--- src/rtl/ehgu_basic_pkg.sv ---
// rtl/ehgu_basic_pkg.sv - shared types and the bubble-fix helper for the ehgu thermometer path
// Purpose : sizes, the therm_t/bin_t typedefs and a reference bubble-fix function.
// Ports   : none (package).
package ehgu_basic_pkg;

    localparam int BINARY_OF_THERM_SIZE = 8;
    localparam int THERM_SIZE           = 2**BINARY_OF_THERM_SIZE - 1;

    typedef logic [THERM_SIZE-1:0]           therm_t;
    typedef logic [BINARY_OF_THERM_SIZE-1:0] bin_t;

    typedef struct packed {
        therm_t corr;
        logic   bubble;
    } therm_fix_t;

    // Majority-of-three repair with t[-1]=1 and t[THERM_SIZE]=0; bubble is
    // taken from the raw word, so it reports even bubbles that get repaired.
    function automatic therm_fix_t therm_bubble_fix(input therm_t t);
        therm_fix_t                r;
        logic [THERM_SIZE+1:0]     ext;
        ext      = {1'b0, t, 1'b1};
        r.bubble = 1'b0;
        for (int i = 0; i < THERM_SIZE; i++) begin
            r.corr[i] = (ext[i] & ext[i+1]) | (ext[i] & ext[i+2]) | (ext[i+1] & ext[i+2]);
        end
        for (int i = 0; i < THERM_SIZE-1; i++) begin
            r.bubble = r.bubble | (t[i+1] & ~t[i]);
        end
        return r;
    endfunction

endpackage

--- src/rtl/ehgu_therm_bubble_fix.sv ---
// rtl/ehgu_therm_bubble_fix.sv - combinational single-bit bubble repair for a thermometer word
// Purpose : corr[i] = maj(t[i-1], t[i], t[i+1]) with t[-1]=1, t[W]=0; bubble flags any 0 below a 1.
// Ports   : therm_i  raw thermometer word
//           corr_o   repaired word
//           bubble_o raw word was non-monotonic
module ehgu_therm_bubble_fix
    import ehgu_basic_pkg::*;
#(
    parameter int THERM_W = THERM_SIZE
) (
    input  logic [THERM_W-1:0] therm_i,
    output logic [THERM_W-1:0] corr_o,
    output logic               bubble_o
);

    logic [THERM_W+1:0] ext;

    assign ext = {1'b0, therm_i, 1'b1};

    always_comb begin
        corr_o   = '0;
        bubble_o = 1'b0;
        for (int i = 0; i < THERM_W; i++) begin
            corr_o[i] = (ext[i] & ext[i+1]) | (ext[i] & ext[i+2]) | (ext[i+1] & ext[i+2]);
        end
        // The boundary terms (t[0]&~t[-1], t[W]&~t[W-1]) are constant 0.
        for (int i = 0; i < THERM_W-1; i++) begin
            bubble_o = bubble_o | (therm_i[i+1] & ~therm_i[i]);
        end
    end

endmodule

--- src/rtl/ehgu_therm_decoder.sv ---
// rtl/ehgu_therm_decoder.sv - streaming thermometer-to-binary decoder with bubble repair and error count
// Purpose : two-stage pipeline; S1 registers the repaired code and bubble flag, S2 the decoded level.
// Ports   : clk, rst_n                    clock, async active-low reset
//           in_valid/in_ready/in_therm    thermometer input stream
//           out_valid/out_ready/out_bin/out_bubble  decoded output stream
//           clr_err                       synchronous clear of err_cnt/err_sat
//           err_cnt, err_sat              saturating bubble-word count and sticky saturation flag
module ehgu_therm_decoder
    import ehgu_basic_pkg::*;
#(
    parameter int BIN_W     = BINARY_OF_THERM_SIZE,
    parameter int THERM_W   = 2**BIN_W - 1,
    parameter int ERR_CNT_W = 16
) (
    input  logic                 clk,
    input  logic                 rst_n,
    input  logic                 in_valid,
    output logic                 in_ready,
    input  logic [THERM_W-1:0]   in_therm,
    output logic                 out_valid,
    input  logic                 out_ready,
    output logic [BIN_W-1:0]     out_bin,
    output logic                 out_bubble,
    input  logic                 clr_err,
    output logic [ERR_CNT_W-1:0] err_cnt,
    output logic                 err_sat
);

    logic                 s1_valid_q;
    logic [THERM_W-1:0]   s1_corr_q;
    logic                 s1_bubble_q;
    logic                 out_valid_q;
    logic [BIN_W-1:0]     out_bin_q;
    logic                 out_bubble_q;
    logic [ERR_CNT_W-1:0] err_cnt_q, err_cnt_d;
    logic                 err_sat_q, err_sat_d;

    logic [THERM_W-1:0]   fix_corr;
    logic                 fix_bubble;
    logic [BIN_W-1:0]     enc_bin;
    logic                 s1_adv, s2_adv;
    logic                 count_evt;

    // Skid-free pipeline: each stage moves when its successor is empty or draining.
    assign s2_adv   = !out_valid_q || out_ready;
    assign s1_adv   = !s1_valid_q || s2_adv;
    assign in_ready = s1_adv;

    ehgu_therm_bubble_fix #(
        .THERM_W (THERM_W)
    ) u_bubble_fix (
        .therm_i  (in_therm),
        .corr_o   (fix_corr),
        .bubble_o (fix_bubble)
    );

    always_ff @(posedge clk or negedge rst_n) begin
        if (!rst_n) begin
            s1_valid_q  <= 1'b0;
            s1_corr_q   <= '0;
            s1_bubble_q <= 1'b0;
        end else if (s1_adv) begin
            s1_valid_q <= in_valid;
            if (in_valid) begin
                s1_corr_q   <= fix_corr;
                s1_bubble_q <= fix_bubble;
            end
        end
    end

    // Highest set bit wins, so multi-bit bubbles that survive repair still decode.
    always_comb begin
        enc_bin = '0;
        for (int i = 0; i < THERM_W; i++) begin
            if (s1_corr_q[i]) begin
                enc_bin = BIN_W'(i + 1);
            end
        end
    end

    always_ff @(posedge clk or negedge rst_n) begin
        if (!rst_n) begin
            out_valid_q  <= 1'b0;
            out_bin_q    <= '0;
            out_bubble_q <= 1'b0;
        end else if (s2_adv) begin
            out_valid_q <= s1_valid_q;
            if (s1_valid_q) begin
                out_bin_q    <= enc_bin;
                out_bubble_q <= s1_bubble_q;
            end
        end
    end

    assign count_evt = out_valid_q && out_ready && out_bubble_q;

    // Clear has priority over a coincident counting handshake.
    always_comb begin
        err_cnt_d = err_cnt_q;
        err_sat_d = err_sat_q;
        if (clr_err) begin
            err_cnt_d = '0;
            err_sat_d = 1'b0;
        end else begin
            if (count_evt && !(&err_cnt_q)) begin
                err_cnt_d = err_cnt_q + ERR_CNT_W'(1);
            end
            if (&err_cnt_d) begin
                err_sat_d = 1'b1;
            end
        end
    end

    always_ff @(posedge clk or negedge rst_n) begin
        if (!rst_n) begin
            err_cnt_q <= '0;
            err_sat_q <= 1'b0;
        end else begin
            err_cnt_q <= err_cnt_d;
            err_sat_q <= err_sat_d;
        end
    end

    assign out_valid  = out_valid_q;
    assign out_bin    = out_bin_q;
    assign out_bubble = out_bubble_q;
    assign err_cnt    = err_cnt_q;
    assign err_sat    = err_sat_q;

endmodule

--- config.mk ---
export PLATFORM = sky130hd
export DESIGN_NAME = ehgu_therm_decoder
export DESIGN_NICKNAME = d
export VERILOG_FILES = /design/src/rtl/ehgu_basic_pkg.sv /design/src/rtl/ehgu_therm_bubble_fix.sv /design/src/rtl/ehgu_therm_decoder.sv
export SDC_FILE = /design/constraint.sdc
export NUM_CORES = 1
export LEC_CHECK = 0
export CORE_MARGIN = 10
export CORE_UTILIZATION = 55
export DETAILED_ROUTE_END_ITERATION = 10
export GPL_TIMING_DRIVEN = 0
export PLACE_DENSITY = 0.8
export SYNTH_ARGS = -nofsm -noshare
export SYNTH_HDL_FRONTEND = slang
export SYNTH_SLANG_ARGS = --single-unit
export TNS_END_PERCENT = 20
--- constraint.sdc ---
create_clock -name clk -period 2.54 [get_ports clk]
set_input_delay 0.508 -clock clk [delete_from_list [all_inputs] [get_ports clk]]
set_output_delay 0.508 -clock clk [all_outputs]
set_load 0.01 [all_outputs]
==> After elaboration in Yosys (flattened, before gate mapping) <==
Cells that the tools add are included.
{ "totals": {"reg_bits": 284, "latchBits": 0, "ramBits": 0, "rom_bits": 0, "output_inout_bits": 28, "n_memories": 0} }
{ "op_classes": {"n_addsub": 1, "multipliers": 0, "n_div": 0, "n_lt_le_gt_ge": 0, "eq_ne": 0, "shifts": 0, "muxes": 260, "bitwise": 1776, "n_reduce_logical": 13} }
{ "op_table": {"columns": ["op", "count"], "rows": [
  ["$mux 8", 254],
  ["$and 1x1->1", 761],
  ["$or 1x1->1", 761],
  ["$not 1->1", 254],
  ["$mux 16", 3],
  ["$reduce_and 16->1", 2],
  ["$add 16x1->16 const B", 1],
  ["$reduce_and 2->1", 2],
  ["$logic_and 1x1->1", 3],
  ["$logic_not 1->1", 3],
  ["$mux 1", 3],
  ["$logic_or 1x1->1", 2],
  ["$reduce_bool 2->1", 1]
]} }

==> Longest topological paths before layout <==
Gate-level depths: netlist of the first run.
{ "logic_depth": {"word_depth": 255, "ltp_mapped": 9, "depth_no_buf": 8} }

==> Hierarchy <==
Synthesis of the first run repeated with hierarchy kept, for this count alone.
{ "unflattened": {"hier_cells": 1936, "area_unflattened_um2": 18008.5} }
{ "modules_own_cells": {"columns": ["mod", "n_inst", "cells_per_inst", "area_per_inst_um2", "seq_area_each_um2"], "rows": [
  ["ehgu_therm_decoder", 1, 1267, 14198.6, 7106.8],
  ["ehgu_therm_bubble_fix", 1, 669, 3809.9, 0.0]
]} }

==> Least setup slack after synthesis of the first run <==
OpenSTA, ideal clock, no wires.
{ "synth_timing": {"kind": "register -> register", "from": "reg err_cnt_q[0], in the netlist err_cnt[0]", "to": "reg err_sat_q, in the netlist err_sat", "setup_time_ns": 0.101, "arrival_ns": 2.092, "required_ns": 2.439, "path_slack_ns": 0.347, "path_stages_with_launch": 9, "synth_period_minus_slack_ns": 2.193, "cell_sequence": "dfrtp_1 > ha_1 > and3_1 > and4_4 > nor3_4 > nand4_1 > mux2_2 > o2111ai_1 > o32ai_1"} }
{ "synth_via": {"elab_chain_len": 7, "word_cells_on_any_way": 8, "classes_between": "add/sub (1); mux (2); reduce/logical (5)"} }
{ "synth_lines": {"columns": ["element", "line", "rtl"], "rows": [
  ["from (decl)", "ehgu_therm_decoder.sv:35", "logic [ERR_CNT_W-1:0] err_cnt_q, err_cnt_d;"],
  ["from (signal assigned)", "ehgu_therm_decoder.sv:119", "err_cnt_q <= err_cnt_d;"],
  ["parallel branches: the longest is 3 deep, another holds $add 16x1->16", null, null],
  ["$mux 16 (*)", "ehgu_therm_decoder.sv:105", "if (count_evt && !(&err_cnt_q)) begin"],
  ["$mux 16 (*)", "ehgu_therm_decoder.sv:101", "if (clr_err) begin"],
  ["$reduce_and 16->1 (*)", "ehgu_therm_decoder.sv:108", "if (&err_cnt_d) begin"],
  ["$reduce_bool 2->1 (no line) (*)", null, null],
  ["to (signal assigned)", "ehgu_therm_decoder.sv:120", "err_sat_q <= err_sat_d;"],
  ["to (decl)", "ehgu_therm_decoder.sv:36", "logic err_sat_q, err_sat_d;"]
]} }
Every way passes the cells marked *. The select of a mux whose other input is x is not followed.
A chain may end at the register's enable or synchronous reset.

==> Worst setup path after layout of the first run <==
{ "layout_timing": {"from": "in in_therm[191]", "to": "reg s1_bubble_q"} }
{ "layout_via": {"elab_chain_len": 65, "word_cells_on_any_way": 67, "classes_between": "bitwise (67)"} }
{ "layout_lines": {"columns": ["element", "line", "rtl"], "rows": [
  ["from (decl)", "ehgu_therm_decoder.sv:19", "input logic [THERM_W-1:0] in_therm,"],
  ["$and 1x1->1 or $not 1->1 (tied branches)", "ehgu_therm_bubble_fix.sv:28", "bubble_o = bubble_o | (therm_i[i+1] & ~therm_i[i]);"],
  ["$or 1x1->1 or $and 1x1->1 (tied branches)", "ehgu_therm_bubble_fix.sv:28", null],
  ["$or 1x1->1 (*) (63 in series)", "ehgu_therm_bubble_fix.sv:28", null],
  ["to (signal assigned)", "ehgu_therm_decoder.sv:66", "s1_bubble_q <= fix_bubble;"],
  ["to (decl)", "ehgu_therm_decoder.sv:31", "logic s1_bubble_q;"]
]} }
Mark *: on every way between the ends. The rest lies on a longest branch, timed or not.

==> results of run 1 <==
-- metrics by stage --
stage	total power, mW	cells	utilization
floorplan	7.60	2267	-
global placement	9.15	2955	0.664
detailed placement	9.27	2957	0.666
CTS	14.4	3019	0.705
global route	15.1	3024	0.710
finish	14.5	3027	0.710
-- routing by layer --
| metal | vias up | wire [um] | track usage |
|---|---|---|---|
| li1 | 9160 | - | - |
| met1 | 9533 | 27300 | 0.447 |
| met2 | 1066 | 30100 | 0.508 |
| met3 | 169 | 7470 | 0.0727 |
| met4 | 2 | 3120 | 0.147 |
| met5 | - | 13 | 0 |
-- flip-flops by register name (all words and copies together) (netlist names) --
register     flops
err_cnt         16
s1_bubble_q      1
out_bubble       1
out_bin          8
out_valid        1
s1_valid_q       1
s1_corr_q      255
err_sat          1
-- synth_stat cells, types with 11 or more instances --
cell and count:
o31ai_1 274, a21oi_1 425, nor4_1 98, clkbuf_1 50, o21ai_0 43, nor2_1 388
o211ai_1 11, nand3_1 30, nand2b_1 16, nor3_1 51, and3_1 11, a211oi_1 11
dfrtp_1 284, a31oi_1 13, nand4_1 19, or4_1 12, inv_1 50, nand2_1 318
-- where the power goes --
part	total (mW)	internal, mW	switching (mW)
clock	5.09	3.06	2.03
sequential	6.02	5.15	0.869
combinational	3.39	1.39	2.00
total	14.5	9.61	4.89
-- cells in the final DEF (no fill, tap or decap), types with 7 or more instances in the layout --
cell type / count
clkbuf_16: 37
dfrtp_1: 283
nor3_1: 50
nor2b_1: 9
o21ai_0: 42
o211ai_1: 11
inv_1: 50
nor4_1: 79
clkdlybuf4s50_1: 285
nor2_1: 388
o21bai_1: 8
and3_1: 11
buf_1: 9
a31oi_1: 12
nor4_2: 18
nand4_1: 19
a21oi_1: 425
nand2_1: 318
clkbuf_1: 55
nand3_1: 30
o31ai_1: 273
o21a_1: 9
nand2b_1: 16
a211oi_1: 10
and2_1: 9
or4_1: 11
xor2_1: 7
xnor2_1: 7
-- worst max path at each step --
stage	from	end	slack [ns]	depth (start not counted)
floorplan	err_cnt[0]	err_sat	0.35	8
global placement	rst_n	s1_corr_q[174]	-11.47	1
detailed placement	out_ready	s1_corr_q[254]	-0.66	6
CTS	in_therm[127]	s1_bubble_q	-0.03	7
global route	s1_corr_q[43]	out_bin[3]	-0.007	7
finish	in_therm[191]	s1_bubble_q	-0.11	7
-- logic make-up after synthesis --
logic type,after synthesis,synth area share
compound gates,862,0.308
xor+xnor,14,0.00700
fa+ha+maj,1,0.000714
buf+inv,112,0.0244
flops,284,0.406
mux,2,0.00121
simple gates,992,0.253
-- timing repair --
action                                  4_1_cts  5_1_grt
pin swaps                                     1        5
hold buffers                                  1        0
cloned                                        0        0
endpoints found under the hold margin        64        0
resized for setup                            16       32
buffers inserted                              0        2
endpoints found under the setup margin       35      169
-- worst reg2reg max path: cells and delay by family, from the launching register on --
kind / cells / cell delay [ns]
DFF: 1 / 0.42
and+or+nand+nor: 2 / 0.62
AOI/OAI and AO/OA: 5 / 1.33
-- cell type report --
| class | instances | area [um2] |
|---|---|---|
| Inverter | 50 | 188 |
| Clock inverter | 11 | 141 |
| Clock buffer | 50 | 1000 |
| Tap cell | 402 | 503 |
| Sequential cell | 284 | 7110 |
| Multi-Input combinational cell | 1871 | 10200 |
| Timing Repair Buffer | 291 | 2950 |
| Antenna cell | 6 | 15.0 |
| Fill cell | 2570 | 9120 |
| Buffer | 62 | 245 |
==> results.tsv, run 1 <==
stage	metric	value	unit
run_status	outcome	finished with violations	
run_status	failing checks	setup timing	
global_route	gr ovfl total	0	
drt	post-DR wirelength/cell	22.5	um
setup_path	kind of critical path	input pin to flip-flop	
layout	P&R area growth vs syn	27.6	%
drt	drt pass-1 iters	6	
logic_synthesis	Synth area leader	dfrtp_1	
sta	# setup viols final	1	
clock_network	root buf cell	clkbuf_16	
place	post-placement worst setup slack	-0.663	ns
floorplan	Chip Height	198	um
global_route	first-pass GRT wire length	103000	um
floorplan	Initial Utilization	0.557	
setup_path	critical path data required time	2.90	ns
clock_network	Clk pin slew, worst setup/hold paths	0.06	ns
layout	share of layout cells above drive strength 1	0.0435	
logic_synthesis	register area share after synthesis	0.406	
drt	drt first-iter violations	2264	
place	gpl congestion	1.03	
layout	Layout Nets	2856	
floorplan	IO Count	288	
logic_synthesis	syn_nets	2528	
clock_network	clock sinks	284	
sta	Max-slew headroom	0.440	
job	Max Cap Violations	0	
global_route	GR Util All Layers	0.333	
logic_synthesis	Yosys top cell area share	0.406	
setup_path	critical path launch point type	input pin	
sta	final hold slack	0.387	ns
power	power per cell area	648	nW/um2
clock_network	worst skew pair latency	0.53	ns
setup_path	WP buf/inv	1	
sta	RSZ-0062 raised after global routing	true	
floorplan	die area	39400	um2
clock_network	CTS tree	done	
place	Placed Area	20900	um2
sta	Fmax	0.378	GHz
global_route	vias in the first global route	18300	
floorplan	area of the core	31500	um2
sta	Clock Skews	0.0124	ns
setup_path	worst r2r src	s1_corr_q[43]	
drt	DRC	0	
logic_synthesis	Synth Instances	2267	
place	detailed placer's ending HPWL	52800	um
setup_path	R2R Setup Slk	0.04	ns
power	peak supply drop	0.000542	V
sta	fin crit period	2.65	ns
sta	Final Hold Viols	0	
setup_path	R2R Path End	out_bin[3]	
setup_path	Critical Path AT	3.01	ns
setup_path	Worst path slowest cell	nor4_1	
power	Pleak	8.72	nW
logic_synthesis	mapped cell area	17500	um2
sta	final period utilization	1.04	
setup_path	kind of end point of the critical path	flip-flop	
logic_synthesis	Synth Register Bits	284	
sta	Slew Viols, Final	0	
layout	Final Cell Area	22400	um2
clock_network	maximum clock path buffer count	3	
drt	routed wire length	68000	um
min_path	Hold Path Sink	err_cnt[15]	
place	I/O Buffers	286	
setup_path	crit path max fanout	6	
setup_path	crit-path leading delay family	simple AND/OR/NAND/NOR gates	
global_route	initial antenna violation count	6	
floorplan	Die Wd	198	um
drt	Vias per Instance	6.58	
min_path	worst hold path depth	2	
logic_synthesis	Synth async-reset ratio	1.00	
min_path	Hold Startpoint	clr_err	
sta	transition time of the tightest slew-check pin	0.832	ns
min_path	HP Class	input pin to flip-flop	
setup_path	CP most frequent cell	nor4_1	
logic_synthesis	ranking of synthesized cells by area	dfrtp_1 (41%), a21oi_1 (12%), o31ai_1 (12%), nor2_1 (8.3%), nand2_1 (6.8%)	
sta	setup ws final	-0.108	ns
global_route	largest net degree at the start of global routing	113	
floorplan	row cnt	65	
setup_path	crit-path max cell delay	0.75	ns
clock_network	H-Tree Level Count	2	
logic_synthesis	synth unique cells	68	
clock_network	CTS Buf Count	35	
logic_synthesis	Synth Area per Inst	7.73	um2
sta	Setup TNS Final	-0.108	ns
drt	post-route ant nets	0	
drt	overall via count from detail_route	19900	
setup_path	sequence of cells on the critical path	clkdlybuf4s50_1 > nor2_1 > a21oi_1 > nor4_1 > nand4_1 > nor4_1 > a31oi_1	
setup_path	R2R cell count	7	
logic_synthesis	predominant post-synthesis flop cell	dfrtp_1	
logic_synthesis	number of synthesized flops with an enable pin	0	
logic_synthesis	Yosys warning count	0	
(Power assumes the default switching activity.)
==> run 2: changes to the inputs <==
==> constraint.sdc (replaced) <==
create_clock -name clk -period 2.54 [get_ports clk]
set_input_delay 0.508 -clock clk [delete_from_list [all_inputs] [get_ports clk]]
set_output_delay 0.508 -clock clk [all_outputs]
set_load 0.02 [all_outputs]
==> results of run 2 <==
Same layout as run 1 (identical final DEF). Status: finished with violations: setup timing.
==> run 3: changes to the inputs <==
Settings changed: SETUP_SLACK_MARGIN set to 0.05.
==> run 3 against run 2 <==
The run now ends clean. Hold slack is essentially flat. Critical path depth stayed put. Total power grew 0.24%. First-iteration DRC count rose by 14%. Combinational power barely moved.
==> results.tsv, run 3 (synthesis gave the netlist of run 1 again) <==
stage	metric	value	unit	change
layout	Final Cell Area	22400	um2	about the same
clock_network	maximum clock path buffer count	3		unchanged
place	post-placement worst setup slack	-0.663	ns	unchanged
drt	post-DR wirelength/cell	22.5	um	about the same
layout	fin cells	3029		was 3027
floorplan	Chip Height	198	um	unchanged
setup_path	kind of critical path	input pin to flip-flop		unchanged
clock_network	worst skew pair latency	0.53	ns	about the same
clock_network	H-Tree Level Count	2		unchanged
power	peak supply drop	0.000540	V	was 0.000542 V
floorplan	row cnt	65		unchanged
sta	setup ws final	0.0606	ns	was -0.108 ns
place	detailed placer's ending HPWL	52800	um	unchanged
power	Pleak	8.75	nW	was 8.72 nW
job	Max Cap Violations	0		unchanged
setup_path	Critical Path AT	2.84	ns	was 3.01 ns
sta	RSZ-0062 raised after global routing	true		unchanged
sta	Final Hold Viols	0		unchanged
sta	# setup viols final	0		was 1
drt	post-route ant nets	0		unchanged
setup_path	crit path max fanout	6		unchanged
min_path	Hold Startpoint	clr_err		unchanged
setup_path	critical path launch point type	input pin		unchanged
setup_path	R2R Path End	out_bin[4]		was out_bin[3]
run_status	outcome	finished clean		was finished with violations
global_route	GR Util All Layers	0.334		was 0.333
floorplan	area of the core	31500	um2	unchanged
min_path	HP Class	input pin to flip-flop		unchanged
clock_network	CTS tree	done		unchanged
setup_path	kind of end point of the critical path	flip-flop		unchanged
drt	routed wire length	68200	um	was 68000 um
sta	Slew Viols, Final	0		unchanged
clock_network	root buf cell	clkbuf_16		unchanged
global_route	first-pass GRT wire length	104000	um	was 103000 um
floorplan	IO Count	288		unchanged
clock_network	clock sinks	284		unchanged
layout	share of layout cells above drive strength 1	0.0492		was 0.0435
place	gpl congestion	1.03		unchanged
drt	DRC	0		unchanged
clock_network	Clk pin slew, worst setup/hold paths	0.06	ns	about the same
drt	drt pass-1 iters	7		was 6
min_path	Hold Path Sink	err_cnt[15]		unchanged
setup_path	R2R cell count	7		unchanged
layout	most frequent cells in the layout	a21oi_1 (425), nor2_1 (388), nand2_1 (318), clkdlybuf4s50_1 (285), dfrtp_1 (282)		was a21oi_1 (425), nor2_1 (388), nand2_1 (318), clkdlybuf4s50_1 (285), dfrtp_1 (283)
drt	drt first-iter violations	2589		was 2264
sta	final period utilization	0.976		was 1.04
layout	Layout Nets	2859		was 2856
place	Placed Area	20900	um2	unchanged
clock_network	CTS Buf Count	35		unchanged
place	I/O Buffers	286		unchanged
floorplan	Initial Utilization	0.557		unchanged
setup_path	critical path data required time	2.90	ns	about the same
layout	P&R area growth vs syn	28.0	%	was 27.6%
global_route	gr ovfl total	0		unchanged
drt	overall via count from detail_route	20000		was 19900
drt	Vias per Instance	6.61		was 6.58
min_path	worst hold path depth	2		unchanged
sta	Clock Skews	0.0136	ns	was 0.0124 ns
sta	Max-slew headroom	0.435		was 0.440
floorplan	die area	39400	um2	unchanged
layout	Layout fillers	2552		was 2570
layout	Largest register FFs	255		unchanged
place	placed cell count	2957		unchanged
sta	transition time of the tightest slew-check pin	0.840	ns	was 0.832 ns
layout	fin util	0.713		was 0.710
global_route	vias in the first global route	18400		was 18300
setup_path	R2R Setup Slk	0.07	ns	was 0.04 ns
setup_path	worst r2r src	s1_corr_q[34]		was s1_corr_q[43]
sta	fin crit period	2.48	ns	was 2.65 ns
layout	most common cell after layout, fill and taps aside	a21oi_1		unchanged
floorplan	Die Wd	198	um	unchanged
layout	Biggest register	s1_corr_q		unchanged
power	power per cell area	649	nW/um2	about the same
global_route	largest net degree at the start of global routing	113		unchanged
sta	Fmax	0.403	GHz	was 0.378 GHz
global_route	initial antenna violation count	5		was 6
==> run 3: how the worst max path moves through the flow <==
stage             startpoint              to  slack (ns)  cells after the start
3_3_place_gp           rst_n  s1_corr_q[174]      -11.47                      1
5_1_grt        s1_corr_q[43]      out_bin[3]      -0.007                      7
3_5_place_dp       out_ready  s1_corr_q[254]       -0.66                      6
4_1_cts        s1_corr_q[32]      out_bin[5]        0.05                      7
6_report       in_therm[172]     s1_bubble_q        0.06                      7
2_1_floorplan     err_cnt[0]         err_sat        0.28                      8
==> run 3: final cells by class <==
cell class	count	area [um2]	area share
multi-input combinational	1871	10300	0.457
tap	402	503	0.0224
buffer	62	249	0.0111
clock inverter	11	141	0.00630
antenna	5	12.5	0.000558
inverter	50	188	0.00837
timing repair buffer	294	2970	0.132
sequential	284	7110	0.317
clock buffer	50	1000	0.0448
==> run 3: through the flow <==
stage / total power, mW / hold WS [ns] / setup TNS [ns]
after floorplan: 7.62 / 0.212 / 0
after CTS: 14.4 / 0.366 / 0
final: 14.6 / 0.387 / 0
after global placement: 9.17 / 0.449 / -3369.86
after global routing: 15.1 / 0.406 / -0.00695
after detailed placement: 9.29 / 0.463 / -117.02
==> run 3: repair_timing <==
| item | CTS | global route |
|---|---|---|
| endpoints found under the hold margin | 64 | 0 |
| resized for setup | 24 | 39 |
| buffers inserted | 0 | 5 |
| pin swaps | 2 | 9 |
| endpoints found under the setup margin | 107 | 200 |
| hold buffers | 1 | 0 |
==> run 3: power by group <==
group	switching, mW	internal, mW	leakage, nW	total [mW]
registers	0.874	5.15	3.50	6.03
logic	2.03	1.41	4.70	3.43
clock network	2.03	3.06	0.552	5.09
total	4.93	9.62	8.75	14.6
==> run 3: critical path, cell delays in order <==
cell and delay (ns):
clkdlybuf4s50_1 0.50, nor2_1 0.17, a21oi_1 0.17, nor4_2 0.56, nand4_1 0.18, nor4_1 0.59, a31oi_1 0.16
==> run 3: routing by layer <==
metal	wire, um	GRT usage	up-vias
li1	-	-	9166
met3	7180	0.0728	172
met1	27700	0.447	9555
met2	30300	0.510	1135
met4	3040	0.145	2
met5	12	0	-
